<file path="config.mk">
export PLATFORM = sky130hd
export DESIGN_NAME = pll_phase_ctrl
export DESIGN_NICKNAME = d
export VERILOG_FILES = /design/src/rtl/pll_phase_ctrl.sv
export SDC_FILE = /design/constraint.sdc
export NUM_CORES = 1
export LEC_CHECK = 0
export BUFFER_PORTS_ARGS = -buffer_cell sky130_fd_sc_hd__buf_2
export CAP_MARGIN = 20
export CORE_MARGIN = 2
export CORE_UTILIZATION = 60
export CTS_BUF_LIST = sky130_fd_sc_hd__clkbuf_4
export DETAILED_ROUTE_END_ITERATION = 8
export GPL_TIMING_DRIVEN = 0
export PLACE_DENSITY_LB_ADDON = 0.15
export SKIP_CTS_REPAIR_TIMING = 1
export SYNTH_ARGS = -nofsm -noshare
export SYNTH_HDL_FRONTEND = slang
export SYNTH_SLANG_ARGS = --single-unit
export TNS_END_PERCENT = 50
</file>
<file path="constraint.sdc">
create_clock -name sys_clk -period 8.8 [get_ports sys_clk]
set_input_delay 0.88 -clock sys_clk [delete_from_list [all_inputs] [get_ports sys_clk]]
set_output_delay 0.88 -clock sys_clk [all_outputs]
set_load 0.05 [all_outputs]
</file>
<file path="src/rtl/pll_phase_ctrl.sv">
// Dynamic phase-shift sequencer for the PLL: turns accepted step/reload requests into
// PHASE_STEP_N / LOAD_PHASE pulses once lock is stable, and tracks per-output phase.
//
// state     | meaning
// IDLE      | waiting for a request, req_ready high
// WAIT_LOCK | counting consecutive pll_lock cycles
// STEP_LO   | phase_step_n held low for one step
// STEP_HI   | phase_step_n held high between steps
// LOAD      | load_phase pulse, position cleared
// DONE      | one-cycle completion pulse
module pll_phase_ctrl #(
  parameter int STEP_LOW  = 4,
  parameter int STEP_GAP  = 8,
  parameter int LOCK_WAIT = 16,
  parameter int CNT_W     = 8,
  parameter int PHASE_W   = 10
) (
  input  logic               sys_clk,
  input  logic               sys_rst_n,
  input  logic               pll_lock,
  input  logic               req_valid,
  output logic               req_ready,
  input  logic [2:0]         req_sel,
  input  logic               req_dir,
  input  logic [CNT_W-1:0]   req_steps,
  input  logic               req_reload,
  output logic [2:0]         phase_sel,
  output logic               phase_dir,
  output logic               phase_step_n,
  output logic               load_phase,
  output logic               busy,
  output logic               done,
  output logic               err,
  input  logic [2:0]         pos_rd_sel,
  output logic [PHASE_W-1:0] pos_rd_data
);

  localparam int TMR_MAX = (STEP_LOW > STEP_GAP) ? STEP_LOW : STEP_GAP;
  localparam int TMR_W   = $clog2(TMR_MAX + 1);
  localparam int LCK_W   = $clog2(LOCK_WAIT + 1);

  typedef enum logic [2:0] {
    IDLE      = 3'd0,
    WAIT_LOCK = 3'd1,
    STEP_LO   = 3'd2,
    STEP_HI   = 3'd3,
    LOAD      = 3'd4,
    DONE      = 3'd5
  } state_t;

  state_t             state, state_nxt;
  logic               ready_en;
  logic               reload_q;
  logic [TMR_W-1:0]   tmr;
  logic [LCK_W-1:0]   lock_cnt;
  logic [CNT_W-1:0]   rem;
  logic [PHASE_W-1:0] pos [5];

  logic accept, sel_ok, lock_tc, tmr_tc, last_step, steps_zero;

  assign accept     = req_valid && req_ready;
  assign sel_ok     = (req_sel <= 3'd4);
  assign lock_tc    = pll_lock && (lock_cnt == LCK_W'(LOCK_WAIT - 1));
  assign tmr_tc     = (tmr == '0);
  assign last_step  = (rem == CNT_W'(1));
  assign steps_zero = (req_steps == '0);

  always_ff @(posedge sys_clk) begin
    if (!sys_rst_n) state <= IDLE;
    else            state <= state_nxt;
  end

  always_comb begin
    state_nxt = state;
    case (state)
      IDLE: begin
        if (accept && sel_ok) begin
          if (!req_reload && steps_zero) state_nxt = DONE;
          else                           state_nxt = WAIT_LOCK;
        end
      end
      WAIT_LOCK: begin
        if (lock_tc) state_nxt = reload_q ? LOAD : STEP_LO;
      end
      STEP_LO: begin
        if (!pll_lock)   state_nxt = IDLE;
        else if (tmr_tc) state_nxt = STEP_HI;
      end
      STEP_HI: begin
        if (!pll_lock)   state_nxt = IDLE;
        else if (tmr_tc) state_nxt = last_step ? DONE : STEP_LO;
      end
      LOAD: begin
        state_nxt = pll_lock ? DONE : IDLE;
      end
      DONE: begin
        state_nxt = IDLE;
      end
      default: state_nxt = IDLE;
    endcase
  end

  always_comb begin
    req_ready    = 1'b0;
    phase_step_n = 1'b1;
    load_phase   = 1'b0;
    done         = 1'b0;
    busy         = 1'b1;
    case (state)
      IDLE: begin
        req_ready = ready_en;
        busy      = 1'b0;
      end
      STEP_LO: phase_step_n = 1'b0;
      LOAD:    load_phase   = 1'b1;
      DONE:    done         = 1'b1;
      default: ;
    endcase
  end

  // Datapath: request latch, timers, lock counter and position records.
  always_ff @(posedge sys_clk) begin
    if (!sys_rst_n) begin
      ready_en  <= 1'b0;
      err       <= 1'b0;
      phase_sel <= '0;
      phase_dir <= 1'b0;
      reload_q  <= 1'b0;
      rem       <= '0;
      tmr       <= '0;
      lock_cnt  <= '0;
      for (int i = 0; i < 5; i++) pos[i] <= '0;
    end else begin
      ready_en <= 1'b1;
      err      <= 1'b0;
      case (state)
        IDLE: begin
          lock_cnt <= '0;
          if (accept) begin
            if (!sel_ok) begin
              err <= 1'b1;
            end else begin
              phase_sel <= req_sel;
              phase_dir <= req_dir;
              reload_q  <= req_reload;
              rem       <= req_steps;
            end
          end
        end
        WAIT_LOCK: begin
          tmr <= TMR_W'(STEP_LOW - 1);
          if (!pll_lock) lock_cnt <= '0;
          else           lock_cnt <= lock_cnt + LCK_W'(1);
        end
        STEP_LO: begin
          if (!pll_lock) begin
            err <= 1'b1;
          end else if (tmr_tc) begin
            tmr <= TMR_W'(STEP_GAP - 1);
            for (int i = 0; i < 5; i++) begin
              if (phase_sel == 3'(i))
                pos[i] <= phase_dir ? pos[i] + PHASE_W'(1) : pos[i] - PHASE_W'(1);
            end
          end else begin
            tmr <= tmr - TMR_W'(1);
          end
        end
        STEP_HI: begin
          if (!pll_lock) begin
            err <= 1'b1;
          end else if (tmr_tc) begin
            tmr <= TMR_W'(STEP_LOW - 1);
            rem <= rem - CNT_W'(1);
          end else begin
            tmr <= tmr - TMR_W'(1);
          end
        end
        LOAD: begin
          if (!pll_lock) begin
            err <= 1'b1;
          end else begin
            for (int i = 0; i < 5; i++) begin
              if (phase_sel == 3'(i)) pos[i] <= '0;
            end
          end
        end
        default: ;
      endcase
    end
  end

  always_comb begin
    pos_rd_data = '0;
    for (int i = 0; i < 5; i++) begin
      if (pos_rd_sel == 3'(i)) pos_rd_data = pos[i];
    end
  end

endmodule

</file>
# Yosys cells after proc, flatten, opt, wreduce, memory -nomap -nowiden
# Memories as Yosys holds them, arrays and structs flattened.
# Index checks and enable logic that the tools add are counted.
# word_totals
mem_bits_rw	50
out_inout_bits	20
reg_bits	27
mem_count	1
# memory_table
name	words	width	rd	rd_clocked_by_memory_dff	wr	line	rtl
pos	5	10	5	0	5	57	logic [PHASE_W-1:0] pos [5];
# classes
n_addsub	13
n_bitwise	10
muxes	104
reduce_logical	18
n_lt_le_gt_ge	1
n_eq_ne	24
# op_table
operator	n
10-bit two-way mux	20
1-bit two-way mux	60
10-bit by 1-bit adder with 10-bit output, second input constant	5
10-bit by 1-bit subtractor with 10-bit output, second input constant	5
8-bit two-way mux	4
3-bit two-way mux	10
3-bit by 2-bit equality test with 1-bit output, second input constant	6
4-bit two-way mux	4
8-bit one-hot mux with 2 select lines	1
3-bit one-hot mux with 5 select lines	1
2-bit inequality test, second input constant	7
3-bit equality test, second input constant	4
4-bit one-hot mux with 3 select lines	1
1-bit bitwise OR	10
5-bit one-hot mux with 2 select lines	1
3-bit by 1-bit equality test with 1-bit output, second input constant	3
3-bit logical NOT	3
8-bit by 1-bit equality test with 1-bit output, second input constant	1
8-bit logical NOT	1
8-bit by 1-bit subtractor with 8-bit output, second input constant	1
3-bit inequality test, second input constant	2
3-bit AND reduction	2
5-bit by 1-bit adder with 5-bit output, second input constant	1
5-bit by 4-bit equality test with 1-bit output, second input constant	1
12 further kinds	16

# Logic depth before layout (Yosys ltp)
# Gate-level depths: netlist of the first run.
# logic_depth
ltp_word	9
ltp_mapped	9
ltp_nobuf	7

# Least setup slack after synthesis of the first run
# Ideal clock, no wire load.
# synth_timing
path_kind	flip-flop to flip-flop
start	reg phase_dir
end	mem pos[1][8] (netlist: pos[0][18]) (data pin)
slack_ns	5.409
arrival_time_ns	3.125
path_buffers	1
synth_period_minus_slack_ns	3.391
path_stages_with_launch	9
setup_time_ns	0.266
cell_sequence	dfxtp_1 clkbuf_1 inv_1 fa_1 a211oi_1 nor4b_1 a211oi_1 xor2_1 nor2_1
# synth_rtl
element	line	rtl
from (decl)	28	output logic phase_dir,
from (signal assigned)	144	phase_dir <= req_dir;
to (decl)	57	

# Worst setup path in the final report of the first run
# layout_timing
start	in pos_rd_sel[0]
end	out pos_rd_data[7]
# layout_via
elab_chain_len	6
elab_cells_between_ends	10
cone_classes	eq/ne: 4; mux: 5; reduce/logical: 1
# layout_rtl
element	line	rtl
from (decl)	34	input logic [2:0] pos_rd_sel,
3-bit logical NOT	195	if (pos_rd_sel == 3'(i)) pos_rd_data = pos[i];
10-bit two-way mux (4 in series)	195	
10-bit two-way mux (*)	195	
to (decl)	35	output logic [PHASE_W-1:0] pos_rd_data
# Every way passes the cells marked *; elsewhere a longest branch is shown, timed or not.

==> results.cfg, run 1 <==
[final_layout]
area_delta_synth_final_pct = 8.991
drive_gt1_share_pct = 11.04
fin_nets = 736
antennaDiodeCount = 0
finalCoreUtilization_pct = 66.62

[critical_path]
cp.required_ps = 7920
endpoint_kind = output port
startpoint_type = input pin
slowest_stage = clkbuf_1
cp_top_family = buffers and inverters
crit_type = in -> out
worstPathMaxFanout = 10
r2r-start = phase_dir
crit_path_start = pos_rd_sel[0]
cpPeakStageDelay_ps = 490
crit_buf_inv = 3
cpMostUsedCell = buf_2
cp.depth = 7
rr_worst_depth = 9
crit_arrival_ps = 2530
path_cells = buf_2 > clkbuf_1 > mux2i_1 > nor2_1 > a21oi_1 > o22ai_1 > buf_2

[job]
max_cap_violations = 0

[placed_design]
hpwl_mm = 10.29
gp_congestion = 0.8979
port_buffers = 38

[sta]
rsz0062_at_grt = false
tns_ps = 0
post-route-min-period_ps = 3413
slew_headroom_pct = 31.85
skew_ps = 19.16
fin_crit_sh_pct = 38.79
max_freq_ghz = 0.2930
setup_violations = 0
hold_viol = 0
maxSlewViolCount = 0
worst_pin_slew_ps = 1016

[drt]
first_pass_iters = 4
drt-initial-drc-count = 341
routed_via_density = 6.245
drc = 0
drt-total-wl_mm = 13.76
wl_per_cell_um = 17.62
vias = 4877
ant_nets = 0

[synthesis]
synth-edff-count = 50
synth_top_flop_cell = edfxtp_1
synth.avg_cell_area_um2 = 9.096
synth_area_leaders = edfxtp_1, ha_1, dfxtp_1
yosysSeqAreaShare_pct = 36.50
ys_async_sr_fraction_pct = 0
yosysMostFrequentCell = nor2_1
synth_commonest_cells = nor2_1, a21oi_1, edfxtp_1
synth_nets = 686
postSynthCellCount = 615
yosysTopAreaCell = edfxtp_1
yosysWarnings = 0
ys_types = 62
netlist.area_leader.share_pct = 26.84
synth_seq_cells = 77
netlist_area_um2 = 5594

[worst_hold_path]
worstHoldStart = tmr[3]
hold_class = reg -> reg
holdPathStages = 2

[cts]
h-tree-depth = 3
numCtsBuffers = 9
cts-root-buf = clkbuf_4
path_clk_slew_ps = 110
clock_latency_ps = 430
cts_tree = built
ctsLongestPathBuffers = 2
cts_num_sinks = 77

[die]
fp.dieW_um = 100.6
initial_core_util_pct = 61.12
ios = 40
die_h_um = 100.6
dieArea_um2 = 10110
core_um2 = 9153
rows = 35

[global_route]
grt_max_degree = 44
grtUsageTotal_pct = 28.45
grt_first_pass_wirelength_mm = 22.78
antenna_found_initial = 0
overflow = 0
grt_pass1_vias = 4784

[power]
p_per_area_nw_per_um2 = 141.0
ir_drop_v = 0.00008285
total_power_mw = 0.8600
leakagePower_nw = 2.478

[run_status]
status = finished, final reports clean
cells in the final DEF (no fill, tap or decap), types with 11 or more instances in the layout:
master	netlist	final
a21oi_1	58	58
nor2_1	91	91
clkbuf_1	17	17
a21o_1	17	17
a211oi_1	20	20
and2_1	11	11
nand2_1	25	25
inv_1	27	26
buf_2	3	41
nor3_1	11	11
dfxtp_1	27	27
o21ai_0	32	32
nor3b_1	11	11
nand3_1	22	22
ha_1	46	46
edfxtp_1	50	50
xor2_1	25	25
sequential cells by signal (all words and copies together) (netlist names):
signal	cells
lock_cnt	5
tmr	4
phase_sel	3
ready_en	1
reload_q	1
rem	8
pos	50
state	3
err	1
phase_dir	1
worst paths after layout:
kind | endpoint | slack [ps]
hold / removal | tmr[3] | 480
setup reg to reg | pos[0][18] | 5670
hold reg to reg | tmr[3] | 480
setup / recovery | pos_rd_data[7] | 5390
through the flow:
step	instances	hold WS, ps	setup slack (ps)	area (µm²)
after detailed placement	765	458.9	5406	5943
after global routing	781	504.1	5353	6097
after CTS	781	476.1	5382	6097
final	781	477.0	5387	6097
after floorplan	615	436.3	5409	5594
after global placement	764	447.7	5028	5923
cell families (layout without fill, tap and decap cells):
family | after synthesis | in the layout | synth area share, %
simple gates | 208 | 208 | 18.54
xor+xnor | 30 | 30 | 4.697
compound gates | 185 | 185 | 21.27
fa+ha+maj | 52 | 52 | 12.26
buf+inv | 50 | 105 | 3.511
mux | 13 | 13 | 3.221
flops | 77 | 77 | 36.50
report_power, final:
group	switching (mW)	leakage (nW)	internal, mW
sequential	0.0134	0.736	0.397
combinational	0.128	1.65	0.0774
clock	0.127	0.0876	0.116
total	0.269	2.48	0.591
layout make-up:
class	count	area (µm²)
Multi-Input combinational cell	488	3356
Inverter	27	101.3
Fill cell	762	3055
Clock buffer	10	75.07
Timing Repair Buffer	39	210.2
Tap cell	111	138.9
Buffer	23	95.09
Sequential cell	77	2042
Clock inverter	6	78.83
worst register-to-register path: cells and delay by family, from the launching register on:
kind / cells / cell delay (ps)
flip-flops: 1 / 350
adder cells (fa/ha/maj): 1 / 520
AO/OA/AOI/OAI: 2 / 770
AND/OR/NAND/NOR: 2 / 170
buffers and inverters: 3 / 880
XOR/XNOR: 1 / 190
per-layer routing:
layer	GRT usage [%]	up-vias	routed length, µm
met5	0	-	0
met4	11.28	0	383
met3	4.508	36	651
met2	48.12	143	6794
met1	36.65	2299	5928
li1	-	2399	-
No activity file was read; power rests on OpenSTA's default activity.
==> run 2, diff against run 1 <==
--- a/config.mk
+++ b/config.mk
@@ -5,6 +5,7 @@
 export SDC_FILE = /design/constraint.sdc
 export NUM_CORES = 1
 export LEC_CHECK = 0
+export ABC_AREA = 1
 export BUFFER_PORTS_ARGS = -buffer_cell sky130_fd_sc_hd__buf_2
 export CAP_MARGIN = 20
 export CORE_MARGIN = 2
==> constraint.sdc (replaced) <==
create_clock -name sys_clk -period 3.3 [get_ports sys_clk]
set_input_delay 0.33 -clock sys_clk [delete_from_list [all_inputs] [get_ports sys_clk]]
set_output_delay 0.33 -clock sys_clk [all_outputs]
set_load 0.05 [all_outputs]
==> results.cfg, run 2 <==
[run_status]
status = finished, final reports clean

[global_route]
antenna_found_initial = 0
busiest_layer = met2
grt_pass1_vias = 5336
overflow = 0
grt_use_met1_pct = 35.97
grt_max_degree = 37
grtUsageTotal_pct = 27.37
grt_first_pass_wirelength_mm = 24.48
gr-usage-met2_pct = 45.12
grt_use_met3_pct = 4.082

[synthesis]
synth_compound_area_share_pct = 10.46
yosysWarnings = 0
yosysMostFrequentCell = nand2_1
yosys.area_share.simple_pct = 31.06
netlist_area_um2 = 6147
synth_seq_cells = 77
synthMuxAreaShare_pct = 0
synth_nets = 959
netlist.area_leader.share_pct = 24.42
synth-edff-count = 50
synth_commonest_cells = nand2_1, inv_1, nand3_1
postSynthCellCount = 888
yosysTopAreaCell = edfxtp_1
yosysSeqAreaShare_pct = 33.22
ys_async_sr_fraction_pct = 0
ys_types = 36
synth_area_leaders = edfxtp_1, nand2_1, inv_1
synth_xor_area_share_pct = 3.135
synth-adder-area-share_pct = 10.99
synth_top_family_by_area = simple AND/OR/NAND/NOR gates
synth.avg_cell_area_um2 = 6.922
synth_top_flop_cell = edfxtp_1

[die]
dieArea_um2 = 11070
core_um2 = 9864
rows = 36
ios = 40
initial_core_util_pct = 62.32
die_h_um = 105.2
fp.dieW_um = 105.2

[power]
total_power_mw = 2.399
ir_drop_v = 0.0002487
p_per_area_nw_per_um2 = 359.3
leakagePower_nw = 3.484

[sta]
worst_pin_slew_ps = 777.1
slew_headroom_pct = 48.00
hold_viol = 0
fin_crit_sh_pct = 82.49
max_freq_ghz = 0.3674
post-route-min-period_ps = 2722
maxSlewViolCount = 0
holdWs_ps = 156.0
skew_ps = 15.59
setup_violations = 0
rsz0062_at_grt = false
tns_ps = 0
setup_slack_ps = 577.9

[final_layout]
design_area_um2 = 6675
final_common_cell = nand2_1
num-fill-cells = 870
largest_reg_flops = 50
area_delta_synth_final_pct = 8.589
register_area_um2 = 2042
largest-register = pos
finalCoreUtilization_pct = 67.67
top_regs = pos: 50 flops, rem: 8 flops, lock_cnt: 5 flops
layout_common_cells = nand2_1, inv_1, nand3_1
drive_gt1_share_pct = 10.15
fin_nets = 1012
multi_input_area_um2 = 3421
antennaDiodeCount = 0
stdcell_count = 1079

[job]
max_cap_violations = 0

[cts]
cts-root-buf = clkbuf_4
cts_tree = built
ctsLongestPathBuffers = 2
numCtsBuffers = 9
cts_num_sinks = 77
clock_latency_ps = 450
path_clk_slew_ps = 130
h-tree-depth = 3

[drt]
drt-total-wl_mm = 14.68
first_pass_iters = 5
routed_via_density = 5.371
wl_per_cell_um = 13.61
ant_nets = 0
drt-initial-drc-count = 293
vias = 5795
drc = 0

[placed_design]
post-place-ws_ps = 607.7
gp_congestion = 0.9275
hpwl_mm = 11.10
port_buffers = 39
place_area_um2 = 6529
dp.cells = 1061

[critical_path]
cp.required_ps = 3530
crit_type = reg -> reg
endpoint_kind = flip-flop
crit_arrival_ps = 2950
worstPathMaxFanout = 36
startpoint_type = flip-flop

[worst_hold_path]
hold_class = in -> reg
[run 2: cell count changes after synthesis, sizes merged, moves of 14 or more]
cell	before	now
clkbuf	18	4
nand3	22	78
inv	27	163
a211oi	20	0
nand2	25	253
a21o	17	1
[run 2: path summary, 6_finish.rpt]
check,from,endpoint,slack (ps),cells past startpoint
worst max-delay path,phase_dir,pos[0][17],580,12
worst min-delay path,req_reload,reload_q,160,3
worst max register to register,phase_dir,pos[0][17],580,12
worst min register to register,lock_cnt[3],lock_cnt[3],470,2
[run 2: kinds of logic (layout without fill, tap and decap cells)]
kind of cell	count (synthesis)	after routing
and+or+nand+nor	444	444
buffers and inverters	174	232
AOI/OAI and AO/OA	120	120
DFF	77	77
adders and majority gates	51	51
xor gates and xnor gates	22	22
[run 2: where the power goes]
part           internal [mW]  switching, mW  total (mW)
clock                  0.234          0.343       0.577
sequential              1.07         0.0362        1.10
combinational          0.238          0.481       0.720
total                   1.54          0.861        2.40
[run 2: metal layers]
layer  part of all wire, %  routed length (µm)  vias up
li1                      -                   -     2967
met1                    46                6699     2629
met2                    47                6954      167
met3                   4.1                 606       32
met4                   2.9                 422        0
met5                     0                   0        -
[run 2: area by class of cell]
class | instances | area share [%]
Multi-Input combinational cell | 637 | 51.25
Sequential cell | 77 | 30.59
Inverter | 163 | 9.166
Timing Repair Buffer | 42 | 3.486
Tap cell | 133 | 2.493
Clock buffer | 10 | 1.125
Buffer | 11 | 1.087
Clock inverter | 6 | 0.8060
[run 2: critical path, cell delays in order (launching register included)]
cell and delay, ps:
dfxtp_1 370, clkbuf_1 430, inv_2 260, buf_12 260, ha_1 380, a21oi_1 240
inv_1 60, a21oi_1 160, nand2_1 90, nand2_1 80, nand2_1 60, nand2_1 60
inv_1 40
==> run 3, diff against run 2 <==
==> constraint.sdc (replaced) <==
create_clock -name sys_clk -period 2.7 [get_ports sys_clk]
set_input_delay 0.27 -clock sys_clk [delete_from_list [all_inputs] [get_ports sys_clk]]
set_output_delay 0.27 -clock sys_clk [all_outputs]
set_load 0.05 [all_outputs]
==> results.cfg, run 3 (synthesis results as in run 2) <==
[die]
initial_core_util_pct = 62.32
dieArea_um2 = 11070
rows = 36
fp.dieW_um = 105.2
die_h_um = 105.2
ios = 40
core_um2 = 9864

[final_layout]
design_area_um2 = 6746
area_delta_synth_final_pct = 9.750
antennaDiodeCount = 0
num-fill-cells = 863
fin_nets = 1013
final_common_cell = nand2_1
largest_reg_flops = 50
stdcell_count = 1080
drive_gt1_share_pct = 11.09
finalCoreUtilization_pct = 68.39
layout_common_cells = nand2_1, inv_1, nand3_1
largest-register = pos
top_regs = pos: 50 flops, rem: 8 flops, lock_cnt: 5 flops

[critical_path]
endpoint_kind = flip-flop
worst-r2r-setup-slack_ps = 490
crit_type = in -> reg
startpoint_type = input pin
worstPathMaxFanout = 10
crit_arrival_ps = 2300
cp.required_ps = 2710

[sta]
setup_violations = 0
holdWs_ps = 113.5
skew_ps = 21.78
max_freq_ghz = 0.4372
rsz0062_at_grt = false
worst_pin_slew_ps = 1062
maxSlewViolCount = 0
fin_crit_sh_pct = 84.72
post-route-min-period_ps = 2287
slew_headroom_pct = 28.68
hold_viol = 0

[drt]
drt-total-wl_mm = 14.78
wl_per_cell_um = 13.68
drt-initial-drc-count = 387
vias = 5843
drc = 0
first_pass_iters = 5
ant_nets = 0
routed_via_density = 5.410

[global_route]
grt_pass1_vias = 5467
grtUsageTotal_pct = 27.17
antenna_found_initial = 0
overflow = 0
grt_first_pass_wirelength_mm = 24.37
grt_max_degree = 32

[cts]
cts_num_sinks = 77
cts_tree = built
clock_latency_ps = 440
numCtsBuffers = 9
path_clk_slew_ps = 120
h-tree-depth = 3
cts-root-buf = clkbuf_4
ctsLongestPathBuffers = 2

[power]
leakagePower_nw = 3.483
p_per_area_nw_per_um2 = 423.5
ir_drop_v = 0.0002452

[worst_hold_path]
hold_class = in -> reg

[placed_design]
gp_congestion = 0.9325
dp.cells = 1061
place_area_um2 = 6614
port_buffers = 39
hpwl_mm = 11.34

[job]
max_cap_violations = 0

[run_status]
status = finished, final reports clean
[run 3: cell types whose count changed in the layout (fill, tap and decap cells not counted), moves of 2 or more]
cell,delta
ha_1,-6
inv_2,-2
buf_4,+2
ha_4,+5
[run 3: final timing paths]
check,endpoint,start,cells after the start
min reg2reg,lock_cnt[4],lock_cnt[4],2
max,pos[0][31],sys_rst_n,5
min,reload_q,req_reload,3
max reg2reg,pos[0][28],phase_dir,9
[run 3: per-stage QoR]
stage	TNS, ps	power, mW	setup WS (ps)
finish	0	2.857	412.6
global route	0	3.033	279.4
CTS	-13.02	2.861	-13.02
detailed placement	0	2.257	2.123
global placement	-14580	2.223	-546.5
floorplan	-968.4	2.054	-115.5
[run 3: area by class of cell]
type / count / area, µm² / share of cell area [%]
plain buffers: 11 / 82.58 / 1.224
clock buffers: 12 / 90.09 / 1.335
clock inverters: 4 / 17.52 / 0.2596
inverters: 163 / 615.6 / 9.125
multi-input cells: 637 / 3488 / 51.71
flip-flops and latches: 77 / 2046 / 30.32
well taps: 133 / 166.4 / 2.467
repair buffers: 43 / 240.2 / 3.561
[run 3: power by group]
group | leakage (nW) | total, mW | internal, mW | switching, mW
clock network | 0.0662 | 0.608 | 0.212 | 0.396
logic | 2.68 | 0.901 | 0.305 | 0.596
registers | 0.737 | 1.35 | 1.30 | 0.0458
total | 3.48 | 2.86 | 1.82 | 1.04
[run 3: critical path: stages]
cell	delay, ps
dlygate4sd3_1	520
buf_2	100
clkbuf_1	350
buf_1	470
nand3_1	580
[run 3: per-layer routing]
layer	GRT usage [%]	vias up	wire length, µm
met2	47.37	164	7137
met3	3.525	21	736
li1	-	2992	-
met5	0	-	0
met4	11.05	0	286
met1	33.91	2666	6616
